**src/rtl/ssd_scan_driver_if.sv**
```systemverilog
// Value handshake and committed-BCD bus between the processor side and the display driver.
// The master drives value_in/in_valid; the driver (slave) returns in_ready, bcd_valid and bcd_out.
interface ssd_scan_driver_if #(
  parameter int VALUE_W = 13
);
  logic [VALUE_W-1:0] value_in;
  logic               in_valid;
  logic               in_ready;
  logic               bcd_valid;
  logic [15:0]        bcd_out;

  modport master (
    output value_in, in_valid,
    input  in_ready, bcd_valid, bcd_out
  );

  modport slave (
    input  value_in, in_valid,
    output in_ready, bcd_valid, bcd_out
  );
endinterface

```
**src/rtl/ssd_scan_driver.sv**
```systemverilog
// Binary-to-BCD converter (sequential double-dabble) feeding a 4-digit common-anode scan driver.
// Handshake: a value transfers on a rising edge where in_valid && in_ready; in_valid is ignored otherwise.
module ssd_scan_driver #(
  parameter int VALUE_W     = 13,
  parameter int REFRESH_DIV = 100000,
  parameter int BLANK_LZ    = 1
) (
  input  logic                clk,
  input  logic                reset,
  ssd_scan_driver_if.slave    bus,
  output logic [3:0]          Anode,
  output logic [6:0]          LED_out,
  output logic [1:0]          fsm_state
);

  typedef enum logic [1:0] {
    IDLE   = 2'd0,
    CONV   = 2'd1,
    COMMIT = 2'd2
  } state_t;

  localparam int BC_W  = $clog2(VALUE_W + 1);
  localparam int CNT_W = (REFRESH_DIV > 1) ? $clog2(REFRESH_DIV) : 1;

  state_t             state;
  logic [VALUE_W-1:0] shreg;
  logic [15:0]        work;
  logic [15:0]        adj;
  logic [BC_W-1:0]    bitcnt;
  logic [15:0]        bcd_r;
  logic               bcd_valid_r;
  logic               in_ready_r;

  logic [CNT_W-1:0]   refresh_cnt;
  logic [1:0]         idx;
  logic [3:0]         digit;
  logic [15:0]        higher;
  logic               blank;

  // Add-3 correction applied to every nibble before the shift.
  always_comb begin
    adj = work;
    for (int k = 0; k < 4; k++) begin
      if (work[4*k +: 4] >= 4'd5) adj[4*k +: 4] = work[4*k +: 4] + 4'd3;
    end
  end

  always_ff @(posedge clk or negedge reset) begin
    if (!reset) begin
      state       <= IDLE;
      shreg       <= '0;
      work        <= '0;
      bitcnt      <= '0;
      bcd_r       <= '0;
      bcd_valid_r <= 1'b0;
      in_ready_r  <= 1'b1;
    end else begin
      bcd_valid_r <= 1'b0;
      case (state)
        IDLE: begin
          if (bus.in_valid) begin
            shreg      <= bus.value_in;
            work       <= '0;
            bitcnt     <= BC_W'(VALUE_W - 1);
            in_ready_r <= 1'b0;
            state      <= CONV;
          end
        end
        CONV: begin
          work  <= {adj[14:0], shreg[VALUE_W-1]};
          shreg <= shreg << 1;
          if (bitcnt == '0) state <= COMMIT;
          else              bitcnt <= bitcnt - 1'b1;
        end
        COMMIT: begin
          bcd_r       <= work;
          bcd_valid_r <= 1'b1;
          in_ready_r  <= 1'b1;
          state       <= IDLE;
        end
        default: begin
          in_ready_r <= 1'b1;
          state      <= IDLE;
        end
      endcase
    end
  end

  assign bus.bcd_out   = bcd_r;
  assign bus.bcd_valid = bcd_valid_r;
  assign bus.in_ready  = in_ready_r;
  assign fsm_state     = state;

  // Free-running scan; a commit does not restart it.
  always_ff @(posedge clk or negedge reset) begin
    if (!reset) begin
      refresh_cnt <= '0;
      idx         <= 2'd0;
    end else if (refresh_cnt == CNT_W'(REFRESH_DIV - 1)) begin
      refresh_cnt <= '0;
      idx         <= idx + 2'd1;
    end else begin
      refresh_cnt <= refresh_cnt + 1'b1;
    end
  end

  always_comb begin
    digit  = bcd_r[{idx, 2'b00} +: 4];
    higher = bcd_r >> {idx, 2'b00};
    blank  = (BLANK_LZ != 0) && (idx != 2'd0) && (higher == 16'd0);

    case (idx)
      2'd0:    Anode = 4'b1110;
      2'd1:    Anode = 4'b1101;
      2'd2:    Anode = 4'b1011;
      default: Anode = 4'b0111;
    endcase

    if (blank) begin
      LED_out = 7'b1111111;
    end else begin
      case (digit)
        4'd0:    LED_out = 7'b0000001;
        4'd1:    LED_out = 7'b1001111;
        4'd2:    LED_out = 7'b0010010;
        4'd3:    LED_out = 7'b0000110;
        4'd4:    LED_out = 7'b1001100;
        4'd5:    LED_out = 7'b0100100;
        4'd6:    LED_out = 7'b0100000;
        4'd7:    LED_out = 7'b0001111;
        4'd8:    LED_out = 7'b0000000;
        4'd9:    LED_out = 7'b0000100;
        default: LED_out = 7'b1111111;
      endcase
    end
  end

endmodule

```
**src/flat_wrapper.sv**
```systemverilog
// flat-port wrapper written by rule: the top's interface ports become plain ports
module ssd_scan_driver_flat 
#(
  parameter int VALUE_W     = 13,
  parameter int REFRESH_DIV = 100000,
  parameter int BLANK_LZ    = 1
)
  (clk, reset, Anode, LED_out, fsm_state, bus_value_in, bus_in_valid, bus_in_ready, bus_bcd_valid, bus_bcd_out);
  ssd_scan_driver_if #(.VALUE_W(VALUE_W)) bus_i ();
  input  logic clk;
  input  logic reset;
  output logic [3:0] Anode;
  output logic [6:0] LED_out;
  output logic [1:0] fsm_state;
  input wire logic [$bits(bus_i.value_in)-1:0] bus_value_in;
  input wire logic [$bits(bus_i.in_valid)-1:0] bus_in_valid;
  output wire logic [$bits(bus_i.in_ready)-1:0] bus_in_ready;
  output wire logic [$bits(bus_i.bcd_valid)-1:0] bus_bcd_valid;
  output wire logic [$bits(bus_i.bcd_out)-1:0] bus_bcd_out;
  assign bus_i.value_in = bus_value_in;
  assign bus_i.in_valid = bus_in_valid;
  assign bus_in_ready = bus_i.in_ready;
  assign bus_bcd_valid = bus_i.bcd_valid;
  assign bus_bcd_out = bus_i.bcd_out;
  ssd_scan_driver #(.VALUE_W(VALUE_W), .REFRESH_DIV(REFRESH_DIV), .BLANK_LZ(BLANK_LZ)) u_core (.clk(clk), .reset(reset), .bus(bus_i), .Anode(Anode), .LED_out(LED_out), .fsm_state(fsm_state));
endmodule
```
**config.mk**
```make
export PLATFORM = sky130hd
export DESIGN_NAME = ssd_scan_driver_flat
export DESIGN_NICKNAME = d
export VERILOG_FILES = /design/src/rtl/ssd_scan_driver_if.sv /design/src/rtl/ssd_scan_driver.sv /design/src/flat_wrapper.sv
export SDC_FILE = /design/constraint.sdc
export NUM_CORES = 1
export LEC_CHECK = 0
export ABC_AREA = 0
export CAP_MARGIN = 5
export CORE_MARGIN = 2
export CORE_UTILIZATION = 40
export DETAILED_ROUTE_END_ITERATION = 12
export SYNTH_ARGS = -nofsm -noshare
export SYNTH_HDL_FRONTEND = slang
export SYNTH_SLANG_ARGS = --single-unit
export TNS_END_PERCENT = 100
```
**constraint.sdc**
```tcl
create_clock -name clk -period 5.7 [get_ports clk]
set_input_delay 0.57 -clock clk [delete_from_list [all_inputs] [get_ports clk]]
set_output_delay 0.57 -clock clk [all_outputs]
set_load 0.02 [all_outputs]
```
==> impl_metrics.tcl, run 1 <==
set metrics [dict create \
    slowest_stage "clkdlybuf4s50_1" \
    cp_max_fo 7 \
    power_density_nw_per_um2 515 \
    skew_ns 0.0106 \
    worst_slew_margin_rel_pct 39.2 \
    period_needed_ns 3.53 \
    total_leakage_power_nw 2.03 \
    dieHeight_um 101 \
    setup_viol 0 \
    nets 437 \
    cp_slowest_stage_delay_ns 0.63 \
    avgViaCountPerCell 5.16 \
    grt_max_degree 73 \
    hold_viol 0 \
    ys.flop_type "dfrtp_1" \
    worstReg2RegStart "u_core.refresh_cnt[0]" \
    cts_resized 0 \
    ant_nets 0 \
    syn_area_per_cell_um2 10.5 \
    numPortBuffers 46 \
    fp.dieW_um 101 \
    setup_tns_ns 0 \
    ir_drop_v 0.000250 \
    dpl.hpwl_mm 5.27 \
    final_util_pct 50.0 \
    grt_pass1_vias 2620 \
    async_flop_share_pct 100 \
    synth_edf_count 0 \
    synthesis.area_um2 3750 \
    synth_cell_types 38 \
    crit_path_end_kind "output pin" \
    dr.pass1.iters 4 \
    wl_mm 7.39 \
    syn_inst 358 \
    rsz0062_at_grt "no" \
    tightestPinTransition_ns 0.912 \
    clock_path_buffers 2 \
    clock.fmax_mhz 284 \
    busiest_layer "met2" \
    worstSetupPathType "flip-flop to output pin" \
    worstSetupStartpoint "u_core.idx[0]" \
    fillCellCount 846 \
    insertedDiodeCount 0 \
    cp_cell_sequence "mux4_2, inv_1, ha_1, nand3_1, a211o_1, o21ai_0, clkdlybuf4s50_1" \
    grt_usage_pct 16.2 \
    wl_per_cell_um 14.3 \
    antenna_found_initial 0 \
    grt_pass1_wl_mm 12.9 \
    cts.sinks 72 \
    route.detailed.drc 0 \
    holdCritPathClass "primary input to asynchronous set/reset pin" \
    cap_violations 0 \
    critPathBufInv 2 \
    status "completed" \
    startpoint_type "flip-flop" \
    cts.clk_slew.worst_paths_ns 0.08 \
    drive_above_1_share_pct 13.0 \
    overflow 0 \
    root_buffer "clkbuf_8" \
    post_cts_buffers 0 \
    ys_warn_count 0 \
    cts_tree "built" \
    cts-buffers-inserted 9 \
    rows 35 \
    worstSkewPairLatency_ns 0.34 \
    via_count 2671 \
    yosysSeqAreaShare_pct 48.1 \
    coreArea_um2 9150 \
    grtUsageMet2_pct 24.1 \
    htree_levels 3 \
    gp_congestion 0.858 \
    min_period_over_period_pct 61.9 \
    dieArea_um2 10200 \
    grt_use_met3_pct 2.70 \
    p_total_mw 2.36 \
    drv_slew 0 \
    met1_usage_pct 23.2 \
    cp.arrival_ns 2.96 \
    areaGrowthSynthToFinish_pct 22.1 \
    postCtsHoldBufs 0 \
    syn-num-nets 393 \
    drtIter0Drc 132 \
    ioPinCount 47 \
    critPathTopFamily "buffers and inverters" \
    worstPathRequired_ns 5.13 \
    ys_seq_elements 72 \
    initial_core_util_pct 40.9 \
]
==> through the flow <==
step                      hold WS [ns]  setup WS [ns]  cell area (um2)  cells
after CTS                        0.472           2.12             4570    518
after detailed placement         0.471           2.50             4300    502
after floorplan                  0.274           3.07             3750    358
after global routing             0.515           1.94             4570    518
final                            0.428           2.17             4570    518
after global placement           0.464           2.57             4300    502
==> cell type report <==
type                            count  area (um2)  share of cell area (%)
Multi-Input combinational cell    244        1780                    38.9
Clock buffer                       10         138                    3.01
Clock inverter                      6         138                    3.01
Timing Repair Buffer               50         485                    10.6
Sequential cell                    72        1800                    39.4
Tap cell                          111         139                    3.04
Inverter                           25        93.8                    2.05
==> synthesized netlist by cell type, types with 11 or more instances <==
| master | n | share of area, % |
|---|---|---|
| clkbuf_1 | 11 | 1.1 |
| xnor2_1 | 15 | 3.5 |
| ha_1 | 19 | 6.3 |
| o21ai_0 | 36 | 4.8 |
| nand3_1 | 13 | 1.7 |
| inv_1 | 25 | 2.5 |
| nand2_1 | 38 | 3.8 |
| a21oi_1 | 11 | 1.5 |
| mux2_2 | 18 | 5.4 |
| nor2_1 | 15 | 1.5 |
| dfrtp_1 | 71 | 47 |
| mux2i_1 | 17 | 4.5 |
==> power by group <==
group,switching (mW),internal [mW],total [mW]
clock network,0.197,0.350,0.547
registers,0.157,0.675,0.832
logic,0.509,0.469,0.978
total,0.863,1.49,2.36
==> state kept, by name, indices dropped and copies added (netlist names) <==
| register | flops |
|---|---|
| u_core.bitcnt | 4 |
| u_core.work | 16 |
| u_core.bus.in_ready | 1 |
| u_core.bus.bcd_valid | 1 |
| u_core.shreg | 13 |
| u_core.bus.bcd_out | 16 |
| u_core.refresh_cnt | 17 |
| u_core.idx | 2 |
| u_core.fsm_state | 2 |
==> metal layers <==
layer,up-vias,part of all wire (%)
met5,-,0
met4,0,2.2
met3,14,3.7
met2,54,44
met1,1289,50
li1,1314,-
==> logic make-up after synthesis <==
group                      Yosys count  share of synthesized area (%)
buffers and inverters               42                           4.58
DFF                                 72                           48.1
adders and majority gates           19                           6.35
xor gates and xnor gates            22                           5.14
and+or+nand+nor                    105                           14.5
muxes                               39                           12.4
AOI/OAI and AO/OA                   59                           8.92
==> worst paths after layout <==
check	endpoint	slack, ns	cells past startpoint
min in group clk	u_core.shreg[3]	0.48	2
worst min register to register	u_core.shreg[3]	0.48	2
worst min-delay path	u_core.shreg[9]	0.43	2
max in group asynchronous	u_core.idx[0]	4.66	2
worst max register to register	u_core.idx[1]	3.49	5
worst max-delay path	LED_out[1]	2.17	7
==> layout by cell type (no fill, tap or decap), types with 11 or more instances in the layout <==
cell / instances
nand2_1: 38
xnor2_1: 15
clkdlybuf4s50_1: 45
ha_1: 19
a21oi_1: 11
mux2i_1: 17
inv_1: 25
mux2_2: 18
dfrtp_1: 71
nand3_1: 13
o21ai_0: 36
nor2_1: 15
(Power assumes the default switching activity.)
==> run 2: changes to the inputs <==
clock period = 3.3 ns   (was 5.7 ns; I/O delays follow)
==> impl_metrics.tcl, run 2 (synthesized netlist as in run 1, its figures left out) <==
set metrics [dict create \
    dieHeight_um 101 \
    via_count 2676 \
    areaGrowthSynthToFinish_pct 21.3 \
    grt_max_degree 73 \
    drive_above_1_share_pct 13.2 \
    layout.cells.most_common "dfrtp_1" \
    worstReg2RegStart "u_core.fsm_state[0]" \
    whs_ns 0.168 \
    tightestPinTransition_ns 0.913 \
    ir_drop_v 0.000471 \
    status "completed" \
    worstSetupStartpoint "u_core.idx[0]" \
    grt_usage_pct 15.8 \
    power_frac_comb_pct 43.5 \
    holdCritPathClass "primary input to asynchronous set/reset pin" \
    wl_mm 7.34 \
    cap_violations 0 \
    rsz0062_at_grt "no" \
    antenna_found_initial 0 \
    hold_viol 0 \
    gp_congestion 0.904 \
    postCtsHoldBufs 0 \
    nets 439 \
    cp_max_fo 7 \
    stdcell_count 520 \
    power_density_nw_per_um2 852 \
    htree_levels 3 \
    pwr-share-seq_pct 37.1 \
    avgViaCountPerCell 5.15 \
    setup_viol 0 \
    place_inst 504 \
    dpl.hpwl_mm 5.11 \
    worstSkewPairLatency_ns 0.34 \
    post_cts_buffers 0 \
    clock.fmax_mhz 348 \
    p_total_mw 3.87 \
    multi_input_area_um2 1780 \
    initial_core_util_pct 40.9 \
    final_util_pct 49.7 \
    ant_nets 0 \
    grt_pass1_vias 2576 \
    cts.clk_slew.worst_paths_ns 0.08 \
    top_register "u_core.refresh_cnt" \
    insertedDiodeCount 0 \
    final_cell_mix "dfrtp_1, nand2_1, clkdlybuf4s50_1" \
    clock_path_buffers 2 \
    netSwitchingFraction_pct 38.0 \
    grt_pass1_wl_mm 12.7 \
    cts_tree "built" \
    ioPinCount 47 \
    fp.dieW_um 101 \
    worstSetupPathType "flip-flop to output pin" \
    overflow 0 \
    cts.sinks 72 \
    route.detailed.drc 0 \
    period_needed_ns 2.87 \
    pwr-share-clk_pct 19.4 \
    rows 35 \
    cp.arrival_ns 2.54 \
    wl_per_cell_um 14.1 \
    min_period_over_period_pct 87.1 \
    cts-buffers-inserted 9 \
    total_leakage_power_nw 2.07 \
    dr.pass1.iters 4 \
    coreArea_um2 9150 \
    skew_ns 0.0105 \
    switching_power_mw 1.47 \
    setup_tns_ns 0 \
    worstPathRequired_ns 2.97 \
    seq_area_um2 1800 \
    largest_reg_flops 17 \
    worst_slew_margin_rel_pct 39.1 \
    startpoint_type "flip-flop" \
    p_int_mw 2.40 \
    dieArea_um2 10200 \
    fillCellCount 809 \
    drv_slew 0 \
    root_buffer "clkbuf_8" \
    crit_path_end_kind "output pin" \
    drtIter0Drc 159 \
    numPortBuffers 46 \
    regToRegSetupSlack_ns 1.43 \
]
## run 2: layout make-up
class,count,share of cell area (%)
Sequential cell,72,39.7
Multi-Input combinational cell,244,39.1
Timing Repair Buffer,52,11.4
Tap cell,111,3.06
Clock buffer,11,2.89
Inverter,25,2.06
Clock inverter,5,1.79
## run 2: stage by stage
| stage | instance area, um2 | worst slack, ns |
|---|---|---|
| global placement | 4310 | 0.436 |
| global route | 4550 | 0.251 |
| CTS | 4530 | 0.0192 |
| detailed placement | 4310 | 0.308 |
| floorplan | 3750 | 0.906 |
| finish | 4550 | 0.426 |
## run 2: worst paths after layout
| path | endpoint | cells after the start |
|---|---|---|
| worst max-delay path | LED_out[3] | 7 |
| worst min-delay path | u_core.shreg[9] | 2 |
| worst max register to register | u_core.shreg[2] | 4 |
| worst min register to register | u_core.shreg[11] | 2 |
| max in group asynchronous | u_core.idx[0] | 2 |
| min in group clk | u_core.shreg[11] | 2 |
## run 2: critical path: stages, from the launching register on
cell            delay [ns]
dfrtp_2               0.47
mux4_2                0.58
inv_1                 0.15
ha_1                  0.21
nand3_1               0.08
a211o_1               0.34
o21ai_0               0.11
dlymetal6s2s_1        0.26
## run 2: metal layers
layer / track usage (%) / routed length, um / vias up / part of all wire, %
li1: - / - / 1324 / -
met2: 23.0 / 3150 / 61 / 43
met5: 0 / 0 / - / 0
met1: 23.1 / 3730 / 1283 / 51
met4: 6.53 / 104 / 0 / 1.4
met3: 3.19 / 356 / 8 / 4.9
## run 2: timing repair
item / in CTS / in global routing
resized for setup: 1 / 7
setup endpoints to repair: 7 / 7
gates cloned: 0 / 0
## run 2: power by group through the flow
stage,Combinational [mW],Clock [mW],Sequential [mW]
6_report,1.68,0.752,1.44
5_1_grt,1.87,0.825,1.48
4_1_cts,1.72,0.780,1.44
3_5_place_dp,1.71,0,1.45
3_3_place_gp,1.67,0,1.44
2_1_floorplan,1.03,0,1.49
==> run 3: changes to the inputs <==
CORE_UTILIZATION = 55   (was 40)
PLACE_DENSITY = 0.86   (was unset)
==> impl_metrics.tcl, run 3 (synthesized netlist as in run 1, its figures left out) <==
set metrics [dict create \
    final_cell_mix "dfrtp_1, nand2_1, clkdlybuf4s50_1" \
    final_util_pct 67.7 \
    grt_usage_pct 21.4 \
    tightestPinTransition_ns 0.696 \
    grt_max_degree 42 \
    worstSetupPathType "flip-flop to output pin" \
    numPortBuffers 46 \
    via_count 2718 \
    layout.cells.most_common "dfrtp_1" \
    rows 30 \
    worstSkewPairLatency_ns 0.35 \
    ant_nets 0 \
    total_leakage_power_nw 2.08 \
    min_period_over_period_pct 86.3 \
    p_int_mw 2.42 \
    cp_cell_sequence "mux4_2, inv_1, ha_1, nand3_1, a211o_1, o21ai_0, dlymetal6s2s_1" \
    clock_path_buffers 2 \
    hold_viol 0 \
    htree_levels 3 \
    cp.arrival_ns 2.52 \
    period_needed_ns 2.85 \
    grt_pass1_vias 2694 \
    drive_above_1_share_pct 13.7 \
    route.detailed.drc 0 \
    gp_congestion 0.917 \
    power_frac_comb_pct 43.3 \
    areaGrowthSynthToFinish_pct 20.8 \
    post_cts_buffers 0 \
    cp_slowest_stage_delay_ns 0.58 \
    cts.sinks 72 \
    insertedDiodeCount 0 \
    largest_reg_flops 17 \
    pwr-share-clk_pct 20.1 \
    dieArea_um2 7490 \
    regToRegSetupSlack_ns 1.34 \
    rsz0062_at_grt "no" \
    startpoint_type "flip-flop" \
    dr.pass1.iters 4 \
    status "completed" \
    setup_tns_ns 0 \
    overflow 0 \
    nets 439 \
    dieHeight_um 86.5 \
    holdCritPathClass "primary input to asynchronous set/reset pin" \
    stdcell_count 489 \
    drv_slew 0 \
    avgViaCountPerCell 5.56 \
    ff2ff_path_depth 6 \
    skew_ns 0.0123 \
    slowest_stage "mux4_2" \
    dpl.hpwl_mm 5.30 \
    cp-endpoint "LED_out[3]" \
    ir_drop_v 0.000614 \
    worstSetupStartpoint "u_core.idx[0]" \
    coreArea_um2 6680 \
    crit_path_end_kind "output pin" \
    worstPathRequired_ns 2.97 \
    netSwitchingFraction_pct 38.3 \
    dpl_cell_area_um2 4280 \
    wl_per_cell_um 15.0 \
    cts-buffers-inserted 9 \
    worst_slew_margin_rel_pct 53.6 \
    grt_pass1_wl_mm 12.6 \
    cts_tree "built" \
    initial_core_util_pct 56.1 \
    switching_power_mw 1.50 \
    setup_viol 0 \
    top_register "u_core.refresh_cnt" \
    power_density_nw_per_um2 865 \
    cap_violations 0 \
    fp.dieW_um 86.5 \
    worstReg2RegStart "u_core.refresh_cnt[0]" \
    drtIter0Drc 225 \
    clock.fmax_mhz 351 \
    design_area_um2 4520 \
    pwr-share-seq_pct 36.6 \
    cts.clk_slew.worst_paths_ns 0.08 \
    wl_mm 7.31 \
    cp_max_fo 7 \
    ioPinCount 47 \
    antenna_found_initial 0 \
    r2r_end "u_core.idx[1]" \
    place_inst 473 \
    root_buffer "clkbuf_8" \
]
## run 3: changes by cell type in the layout (fill, tap and decap cells not counted)
| cell | change |
|---|---|
| clkinv_2 | -1 |
| clkinv_4 | +1 |
| clkbuf_8 | +1 |
| clkbuf_1 | -2 |
| clkinvlp_4 | +1 |
## run 3: through the flow
stage | power [mW] | hold slack, ns | setup WS, ns
finish | 3.92 | 0.0241 | 0.454
global route | 4.19 | 0.0631 | 0.285
CTS | 3.95 | 0.0391 | 0.0479
detailed placement | 3.15 | 0.419 | 0.340
global placement | 3.06 | 0.413 | 0.464
floorplan | 2.52 | 0.0344 | 0.906
## run 3: cell type report
cell class / instances / area (um2)
Inverter: 25 / 93.8
Clock buffer: 10 / 138
Fill cell: 465 / 2160
Tap cell: 80 / 100
Clock inverter: 6 / 92.6
Timing Repair Buffer: 52 / 518
Multi-Input combinational cell: 244 / 1780
Sequential cell: 72 / 1800
## run 3: critical path, delay by kind of cell (launching register included)
kind / cells / cell delay [ns]
multiplexers: 1 / 0.58
flip-flops: 1 / 0.47
AO/OA/AOI/OAI: 2 / 0.44
buffers and inverters: 2 / 0.40
adder cells (fa/ha/maj): 1 / 0.20
AND/OR/NAND/NOR: 1 / 0.09
## run 3: power groups by stage
stage                     Clock [mW]  Combinational [mW]  Sequential, mW
after global routing           0.840                1.87            1.48
after CTS                      0.800                1.72            1.43
after detailed placement           0                1.71            1.45
after floorplan                    0                1.03            1.49
final                          0.786                1.70            1.43
after global placement             0                1.63            1.43
## run 3: metal layers
layer | part of all wire (%) | vias up | track usage [%]
met5 | 0 | - | 0
met4 | 1.7 | 0 | 8.66
met3 | 5.3 | 10 | 3.52
met2 | 47 | 77 | 34.1
met1 | 46 | 1306 | 29.6
li1 | - | 1325 | -
## run 3: what timing repair did
action / CTS / global route
resized for setup: 1 / 7
hold buffers: 0 / 0
setup endpoints to repair: 7 / 7
cloned: 0 / 0
## run 3: worst min-delay path by stage
stage | startpoint | to | slack, ns | cells after the start
floorplan | reset | u_core.bitcnt[0] | 0.03 | 0
global placement | reset | u_core.shreg[9] | 0.41 | 1
detailed placement | reset | u_core.shreg[10] | 0.42 | 1
CTS | reset | u_core.shreg[3] | 0.04 | 1
global route | reset | u_core.shreg[2] | 0.06 | 1
finish | reset | u_core.shreg[3] | 0.02 | 1
